<file path="src/rtl/gen_count_display_if.sv">
// Bus bundle for gen_count_display: binary count in, BCD and 7-segment drive out.
interface gen_count_display_if;
    logic [15:0] generation_cnt_i;
    logic [3:0]  an_o;
    logic [7:0]  ssd_o;
    logic [15:0] bcd_o;
    logic        ovf_o;
    logic        bcd_valid_o;

    modport master (
        output generation_cnt_i,
        input  an_o, ssd_o, bcd_o, ovf_o, bcd_valid_o
    );

    modport slave (
        input  generation_cnt_i,
        output an_o, ssd_o, bcd_o, ovf_o, bcd_valid_o
    );
endinterface

</file>
<file path="src/rtl/gen_count_display.sv">
// Generation count -> double-dabble BCD -> multiplexed 4-digit 7-segment display.
// Optional macro LEADING_ZERO_BLANK_EN blanks leading zero digits (digit 0 always shown).
module gen_count_display #(
    parameter int SCAN_DIV = 17
) (
    input  logic               clk,
    input  logic               reset,
    gen_count_display_if.slave bus
);
    typedef enum logic [1:0] {S_IDLE, S_SHIFT, S_COMMIT} state_t;

    state_t        r_state;
    logic [15:0]   r_shreg;
    logic [19:0]   r_scratch;
    logic [3:0]    r_shcnt;
    logic [15:0]   r_bcd;
    logic          r_ovf;
    logic          r_valid;

    logic [SCAN_DIV-1:0] r_refresh;
    logic [1:0]    r_idx;
    logic [3:0]    r_an;
    logic [7:0]    r_ssd;

    logic [19:0]   w_adj;
    logic [3:0]    w_nib;
    logic [6:0]    w_seg;
    logic          w_dp;
    logic          w_lz;
    logic          w_blank;

    always_comb begin
        w_adj = r_scratch;
        for (int i = 0; i < 5; i++) begin
            if (r_scratch[4*i +: 4] >= 4'd5)
                w_adj[4*i +: 4] = r_scratch[4*i +: 4] + 4'd3;
        end
    end

    always_ff @(posedge clk) begin
        if (reset) begin
            r_state   <= S_IDLE;
            r_shreg   <= '0;
            r_scratch <= '0;
            r_shcnt   <= '0;
            r_bcd     <= '0;
            r_ovf     <= 1'b0;
            r_valid   <= 1'b0;
        end else begin
            r_valid <= 1'b0;
            unique case (r_state)
                S_IDLE: begin
                    r_shreg   <= bus.generation_cnt_i;
                    r_scratch <= '0;
                    r_shcnt   <= '0;
                    r_state   <= S_SHIFT;
                end
                S_SHIFT: begin
                    {r_scratch, r_shreg} <= {w_adj[18:0], r_shreg, 1'b0};
                    r_shcnt <= r_shcnt + 4'd1;
                    if (r_shcnt == 4'd15)
                        r_state <= S_COMMIT;
                end
                S_COMMIT: begin
                    // Fifth BCD digit nonzero means the count exceeds 9999
                    if (r_scratch[19:16] != 4'd0) begin
                        r_bcd <= 16'h9999;
                        r_ovf <= 1'b1;
                    end else begin
                        r_bcd <= r_scratch[15:0];
                        r_ovf <= 1'b0;
                    end
                    r_valid <= 1'b1;
                    r_state <= S_IDLE;
                end
                default: r_state <= S_IDLE;
            endcase
        end
    end

    assign w_nib = r_bcd[{r_idx, 2'b00} +: 4];
    assign w_dp  = ~((r_idx == 2'd0) && r_ovf);

    always_comb begin
        case (w_nib)
            4'd0:    w_seg = 7'h40;
            4'd1:    w_seg = 7'h79;
            4'd2:    w_seg = 7'h24;
            4'd3:    w_seg = 7'h30;
            4'd4:    w_seg = 7'h19;
            4'd5:    w_seg = 7'h12;
            4'd6:    w_seg = 7'h02;
            4'd7:    w_seg = 7'h78;
            4'd8:    w_seg = 7'h00;
            4'd9:    w_seg = 7'h10;
            default: w_seg = 7'h7F;
        endcase
    end

`ifdef LEADING_ZERO_BLANK_EN
    always_comb begin
        case (r_idx)
            2'd3:    w_lz = (r_bcd[15:12] == 4'd0);
            2'd2:    w_lz = (r_bcd[15:8] == 8'd0);
            2'd1:    w_lz = (r_bcd[15:4] == 12'd0);
            default: w_lz = 1'b0;
        endcase
    end
`else
    assign w_lz = 1'b0;
`endif

    assign w_blank = w_lz || (w_nib > 4'd9);

    always_ff @(posedge clk) begin
        if (reset) begin
            r_refresh <= '0;
            r_idx     <= 2'd0;
            r_an      <= 4'b1111;
            r_ssd     <= 8'hFF;
        end else begin
            r_refresh <= r_refresh + SCAN_DIV'(1);
            if (&r_refresh)
                r_idx <= r_idx + 2'd1;
            r_an  <= ~(4'b0001 << r_idx);
            r_ssd <= w_blank ? 8'hFF : {w_dp, w_seg};
        end
    end

    assign bus.an_o        = r_an;
    assign bus.ssd_o       = r_ssd;
    assign bus.bcd_o       = r_bcd;
    assign bus.ovf_o       = r_ovf;
    assign bus.bcd_valid_o = r_valid;
endmodule

</file>
<file path="src/flat_wrapper.sv">
// flat-port wrapper written by rule: the top's interface ports become plain ports
module gen_count_display_flat 
#(
    parameter int SCAN_DIV = 17
)
  (clk, reset, bus_generation_cnt_i, bus_an_o, bus_ssd_o, bus_bcd_o, bus_ovf_o, bus_bcd_valid_o);
  gen_count_display_if bus_i ();
  input  logic clk;
  input  logic reset;
  input wire logic [$bits(bus_i.generation_cnt_i)-1:0] bus_generation_cnt_i;
  output wire logic [$bits(bus_i.an_o)-1:0] bus_an_o;
  output wire logic [$bits(bus_i.ssd_o)-1:0] bus_ssd_o;
  output wire logic [$bits(bus_i.bcd_o)-1:0] bus_bcd_o;
  output wire logic [$bits(bus_i.ovf_o)-1:0] bus_ovf_o;
  output wire logic [$bits(bus_i.bcd_valid_o)-1:0] bus_bcd_valid_o;
  assign bus_i.generation_cnt_i = bus_generation_cnt_i;
  assign bus_an_o = bus_i.an_o;
  assign bus_ssd_o = bus_i.ssd_o;
  assign bus_bcd_o = bus_i.bcd_o;
  assign bus_ovf_o = bus_i.ovf_o;
  assign bus_bcd_valid_o = bus_i.bcd_valid_o;
  gen_count_display #(.SCAN_DIV(SCAN_DIV)) u_core (.clk(clk), .reset(reset), .bus(bus_i));
endmodule
</file>
<file path="config.mk">
export PLATFORM = sky130hd
export DESIGN_NAME = gen_count_display_flat
export DESIGN_NICKNAME = d
export VERILOG_FILES = /design/src/rtl/gen_count_display_if.sv /design/src/rtl/gen_count_display.sv /design/src/flat_wrapper.sv
export SDC_FILE = /design/constraint.sdc
export NUM_CORES = 1
export LEC_CHECK = 0
export CAP_MARGIN = 20
export CORE_MARGIN = 2
export CORE_UTILIZATION = 35
export CTS_BUF_LIST = sky130_fd_sc_hd__clkbuf_8
export CTS_CLUSTER_SIZE = 24
export DETAILED_ROUTE_END_ITERATION = 10
export GPL_TIMING_DRIVEN = 0
export PLACE_DENSITY = 0.58
export SLEW_MARGIN = 20
export SYNTH_ARGS = -nofsm -noshare
export SYNTH_HDL_FRONTEND = slang
export SYNTH_SLANG_ARGS = --single-unit
</file>
<file path="constraint.sdc">
create_clock -name clk -period 4.1 [get_ports clk]
set_clock_uncertainty 0.2 [all_clocks]
set_input_delay 0.615 -clock clk [delete_from_list [all_inputs] [get_ports clk]]
set_output_delay 0.615 -clock clk [all_outputs]
set_load 0.02 [all_outputs]
</file>
# ---- After elaboration in Yosys (flattened, before gate mapping)
# Memory sizes are Yosys's and may differ from the RTL's. A register that Yosys moved wholly into a read port is not among the register bits.
# Cells that the tools add are included.
dict set report word_totals {
  memories 1
  rom_bits 112
  word_cells 54
  regBits 91
}
# memory words width rd rd_clocked_by_memory_dff wr line
set mem_list {}
lappend mem_list {{(name not given)} 16 7 1 1 0 gen_count_display.sv:85} ;# case (w_nib)
dict set report classes {
  n_bitwise 2
  n_mux 13
  shifts 2
  eq_ne 4
  addsub 8
  magnitude_cmp 6
  reduce_logical 7
}
# cell count
set op_table {}
lappend op_table {{$pmux W20 S2} 1}
lappend op_table {{$pmux W16 S2} 1}
lappend op_table {{$ge A4 B3 Y1 const B} 5}
lappend op_table {{$add A17 B1 Y17 const B} 1}
lappend op_table {{$reduce_and A17 Y1} 1}
lappend op_table {{$add A4 B2 Y4 const B} 4}
lappend op_table {{$mux W16} 1}
lappend op_table {{$mux W4} 4}
lappend op_table {{$shiftx A16 B5 Y4} 1}
lappend op_table {{$pmux W4 S2} 1}
lappend op_table {{$add A4 B1 Y4 const B} 1}
lappend op_table {{$eq A4 B4 Y1 const B} 1}
lappend op_table {{$gt A4 B4 Y1 const B} 1}
lappend op_table {{$logic_not A2 Y1} 2}
lappend op_table {{$not A4 Y4} 1}
lappend op_table {{$pmux W2 S2} 1}
lappend op_table {{$reduce_bool A4 Y1} 1}
lappend op_table {{$shl A1 B2 Y4 const A} 1}
lappend op_table {{$add A3 B2 Y3 const B} 1}
lappend op_table {{$mux W3} 1}
lappend op_table {{$add A2 B1 Y2 const B} 1}
lappend op_table {{$eq A2 B1 Y1 const B} 1}
lappend op_table {{$eq A2 B2 Y1 const B} 1}
lappend op_table {{$mux W1} 2}
lappend op_table {{6 further kinds} 6}

# ---- Logic depth before layout (Yosys ltp)
dict set report logic_depth {
  ltp_word 3
  ltp_mapped 8
  ltp_nobuf 7
}

# ---- Least setup slack after synthesis
# Ideal clock, no wire load.
dict set report synth_timing {
  path_kind {register to register}
  from {reg u_core.r_idx[0]}
  to {reg u_core.r_ssd[2], in the netlist u_core.bus.ssd_o[2]}
  synth_period_minus_slack_ns 2.450
  t_arrival_ns 2.120
  stages_incl_launch_ff 9
  slack_ns 1.650
  n_path_buf 1
  required_time_ns 3.770
  setup_time_ns 0.130
  cell_sequence {dfxtp_1 -> clkbuf_1 -> mux4_2 -> inv_1 -> ha_1 -> nor2_1 -> or3_4 -> a21oi_4 -> o21ai_1}
}
dict set report synth_between {
  elab_chain_len 3
}
# element line
set synth_lines {}
lappend synth_lines {{start: declaration} gen_count_display.sv:21} ;# logic [1:0] r_idx;
lappend synth_lines {{start signal: assignment} gen_count_display.sv:124} ;# r_idx <= r_idx + 2'd1;
lappend synth_lines {{$shiftx A16 B5 Y4 (*)} gen_count_display.sv:81} ;# assign w_nib = r_bcd[{r_idx, 2'b00} +: 4];
lappend synth_lines {{$gt A4 B4 Y1} gen_count_display.sv:113} ;# assign w_blank = w_lz || (w_nib > 4'd9);
lappend synth_lines {{$reduce_or A2 Y1 (no line)} -}
lappend synth_lines {{end: declaration} gen_count_display.sv:23} ;# logic [7:0] r_ssd;
# Every way passes the cells marked *; elsewhere a longest branch is shown, timed or not.
# A chain may end at the register's enable or synchronous reset.

# ---- Worst setup path in the final report
dict set report layout_timing {
  from {reg u_core.r_idx[0]}
  to {reg u_core.r_ssd[5], in the netlist u_core.bus.ssd_o[5]}
}
# Same word-level chain as after synthesis.

==> summary.txt <==
status -> finished clean
Post-CTS Resized -> 0
Total Power -> 1.68 mW
synthesized flop and latch total -> 91
Total Neg Setup Slack -> 0 ns
drt wl/cell -> 13.4 um
Synth Instances -> 463
Layout area overhead -> 21.1%
largest net degree at the start of global routing -> 16
crit-path cells -> clkbuf_1 > mux4_2 > inv_1 > ha_1 > nor2_1 > or3_4 > a21oi_4 > o21ai_1
Die H -> 112 um
Crit-path slowest cell -> mux4_2
crit path max fanout -> 6
Hold Buf Count CTS -> 0
startpoint types -> flip-flop
Vias/cell -> 4.92
clk slew on worst S/H paths -> 0.08 ns
drt drc -> 0
Cell Area, Synth -> 4100 um^2
TritonRoute pass-1 iters -> 4
ant diodes -> 0
number of hold violations in the final report -> 0
Cell Pwr Density -> 339 nW/um^2
Num CTS Buffers -> 9
io pins -> 48
Max VDD drop -> 208 uV
gp weighted congestion -> 0.757
Crit. End Element -> flip-flop
# fillers -> 1111
final hold slack -> 0.270 ns
via count -> 3288
row cnt -> 39
Fmax -> 0.370 GHz
setup bufs post-CTS -> 0
Mean Syn Cell Area -> 8.86 um^2
design area -> 4970 um^2
Synth Net Count -> 504
Placed Cells -> 652
overall routing resource usage -> 0.146
CTS tree -> built
crit share post-route -> 0.659
die area -> 12600 um^2
Post-Layout Cell Count -> 668
routed wire length -> 8970 um
Worst Hold Class -> flip-flop to flip-flop
Slew HR -> 0.611
post-layout util -> 0.435
drt initial violations -> 117
H-tree level count -> 3
final setup margin -> 1.40 ns
RSZ-0062 raised after global routing -> no
port bufs -> 46
global-route wire length before repair -> 15000 um
yosys warns -> 0
initial antenna violation count -> 0
Slew Viols, Final -> 0
core area -> 11400 um^2
final setup violation count -> 0
register area share after synthesis -> 0.444
worst slew pin tran -> 0.584 ns
Worst-Skew Late Latency -> 0.36 ns
dpl ws -> 1.39 ns
remaining global-route overflow -> 0
max cap viols -> 0
kind of critical path -> flip-flop to flip-flop
Layout Nets -> 561
minimum clock period -> 2.70 ns
DPL Wire Length -> 6560 um
share of layout cells above drive strength 1 -> 0.0552
clock sink count -> 91
Initial Util -> 0.359
Lkg Pwr -> 1.89 nW
vias in the first global route -> 3149
Root Buffer -> clkbuf_8
DRT antenna net count -> 0
crit-path max cell delay -> 0.61 ns
arrival time at the worst endpoint -> 2.75 ns
Yosys cell types -> 34
die width -> 112 um
Area after DPL -> 4740 um^2
clk buf depth -> 2
CP Data Required Time -> 4.15 ns
[layout make-up]
class / count / area (um^2) / area share
flip-flops and latches: 91 / 1820 / 0.367
plain buffers: 28 / 114 / 0.0229
multi-input cells: 329 / 2110 / 0.425
clock buffers: 10 / 138 / 0.0277
inverters: 15 / 56.3 / 0.0113
clock inverters: 6 / 87.6 / 0.0176
repair buffers: 46 / 460 / 0.0927
well taps: 143 / 179 / 0.0360
[cell usage in the layout (no fill, tap or decap), types with 5 or more instances in the layout]
cell type,n
a21oi_1,30
clkbuf_8,10
ha_1,23
nand2_1,18
inv_1,15
mux2_2,5
nor3_1,12
a211oi_1,5
nand2b_1,12
clkbuf_1,26
dfxtp_1,91
o21ai_1,5
nand3_1,8
o21ai_0,11
nor2_1,104
mux2i_1,19
xor2_1,14
a22oi_1,21
clkdlybuf4s50_1,46
xnor2_1,9
[cells in the mapped netlist, drive strengths merged]
library cell | n | area [um^2]
nand2 | 18 | 67.6
nor3 | 12 | 60.1
mux2i | 19 | 190
nand4b | 1 | 8.76
mux4 | 4 | 90.1
mux2 | 5 | 56.3
nor3b | 3 | 22.5
a211oi | 5 | 37.5
nor2 | 104 | 390
nor2b | 4 | 25.0
and4 | 4 | 35.0
nand4 | 2 | 12.5
a21oi | 31 | 166
buf | 2 | 16.3
dfxtp | 91 | 1820
nand2b | 12 | 75.1
or3 | 2 | 17.5
and3 | 3 | 18.8
xnor2 | 9 | 78.8
ha | 23 | 288
nand3 | 8 | 40.0
a22oi | 21 | 158
o21a | 2 | 15.0
clkbuf | 26 | 97.6
inv | 15 | 56.3
a21o | 1 | 7.51
o21ai | 16 | 80.1
and2 | 2 | 12.5
xor2 | 14 | 123
a2bb2oi | 4 | 35.0
[logic make-up (layout without fill, tap and decap cells)]
family | Yosys count | count (layout) | share of synthesized area
AND/OR/NAND/NOR | 175 | 175 | 0.192
multiplexers | 28 | 28 | 0.0820
adder cells (fa/ha/maj) | 23 | 23 | 0.0701
flip-flops | 91 | 91 | 0.444
buffers and inverters | 43 | 105 | 0.0415
AO/OA/AOI/OAI | 80 | 80 | 0.122
XOR/XNOR | 23 | 23 | 0.0491
[power by group]
| group | leakage (nW) | switching, mW | internal (mW) |
|---|---|---|---|
| logic | 1.03 | 0.0507 | 0.0448 |
| registers | 0.740 | 0.00931 | 0.900 |
| clock network | 0.117 | 0.316 | 0.361 |
| total | 1.89 | 0.376 | 1.31 |
[sequential cells by signal, indices dropped and copies added, names as in the netlist]
name and cells:
u_core.bus.bcd_o 16, u_core.bus.an_o 4, u_core.bus.ovf_o 1, u_core.r_shreg 16, u_core.r_state 2, u_core.r_refresh 17, u_core.bus.ssd_o 8, u_core.r_scratch 20
u_core.r_idx 2, u_core.r_shcnt 4, u_core.bus.bcd_valid_o 1
[critical path: cells and delay by family (launching register included)]
family	cells	cell delay [ns]
adder cells (fa/ha/maj)	1	0.21
AND/OR/NAND/NOR	2	0.46
flip-flops	1	0.36
buffers and inverters	2	0.46
multiplexers	1	0.61
AO/OA/AOI/OAI	2	0.29
[worst paths after layout]
check / from / endpoint / slack (ns) / cells after the start
worst min register to register: u_core.bus.ovf_o$_SDFFE_PP0P_ / u_core.bus.ssd_o[7]$_SDFF_PP1_ / 0.27 / 1
worst min-delay path: u_core.bus.ovf_o$_SDFFE_PP0P_ / u_core.bus.ssd_o[7]$_SDFF_PP1_ / 0.27 / 1
worst max register to register: u_core.r_idx[0]$_SDFFE_PP0P_ / u_core.bus.ssd_o[5]$_SDFF_PP1_ / 1.40 / 8
worst max-delay path: u_core.r_idx[0]$_SDFFE_PP0P_ / u_core.bus.ssd_o[5]$_SDFF_PP1_ / 1.40 / 8
[per-layer routing]
layer | routed length (um) | up-vias | GRT usage
li1 | - | 1673 | -
met1 | 4220 | 1540 | 0.185
met2 | 4240 | 63 | 0.243
met3 | 385 | 12 | 0.0378
met4 | 123 | 0 | 0.0439
met5 | 0 | - | 0
Note: power is estimated with default switching activity, not from simulation.
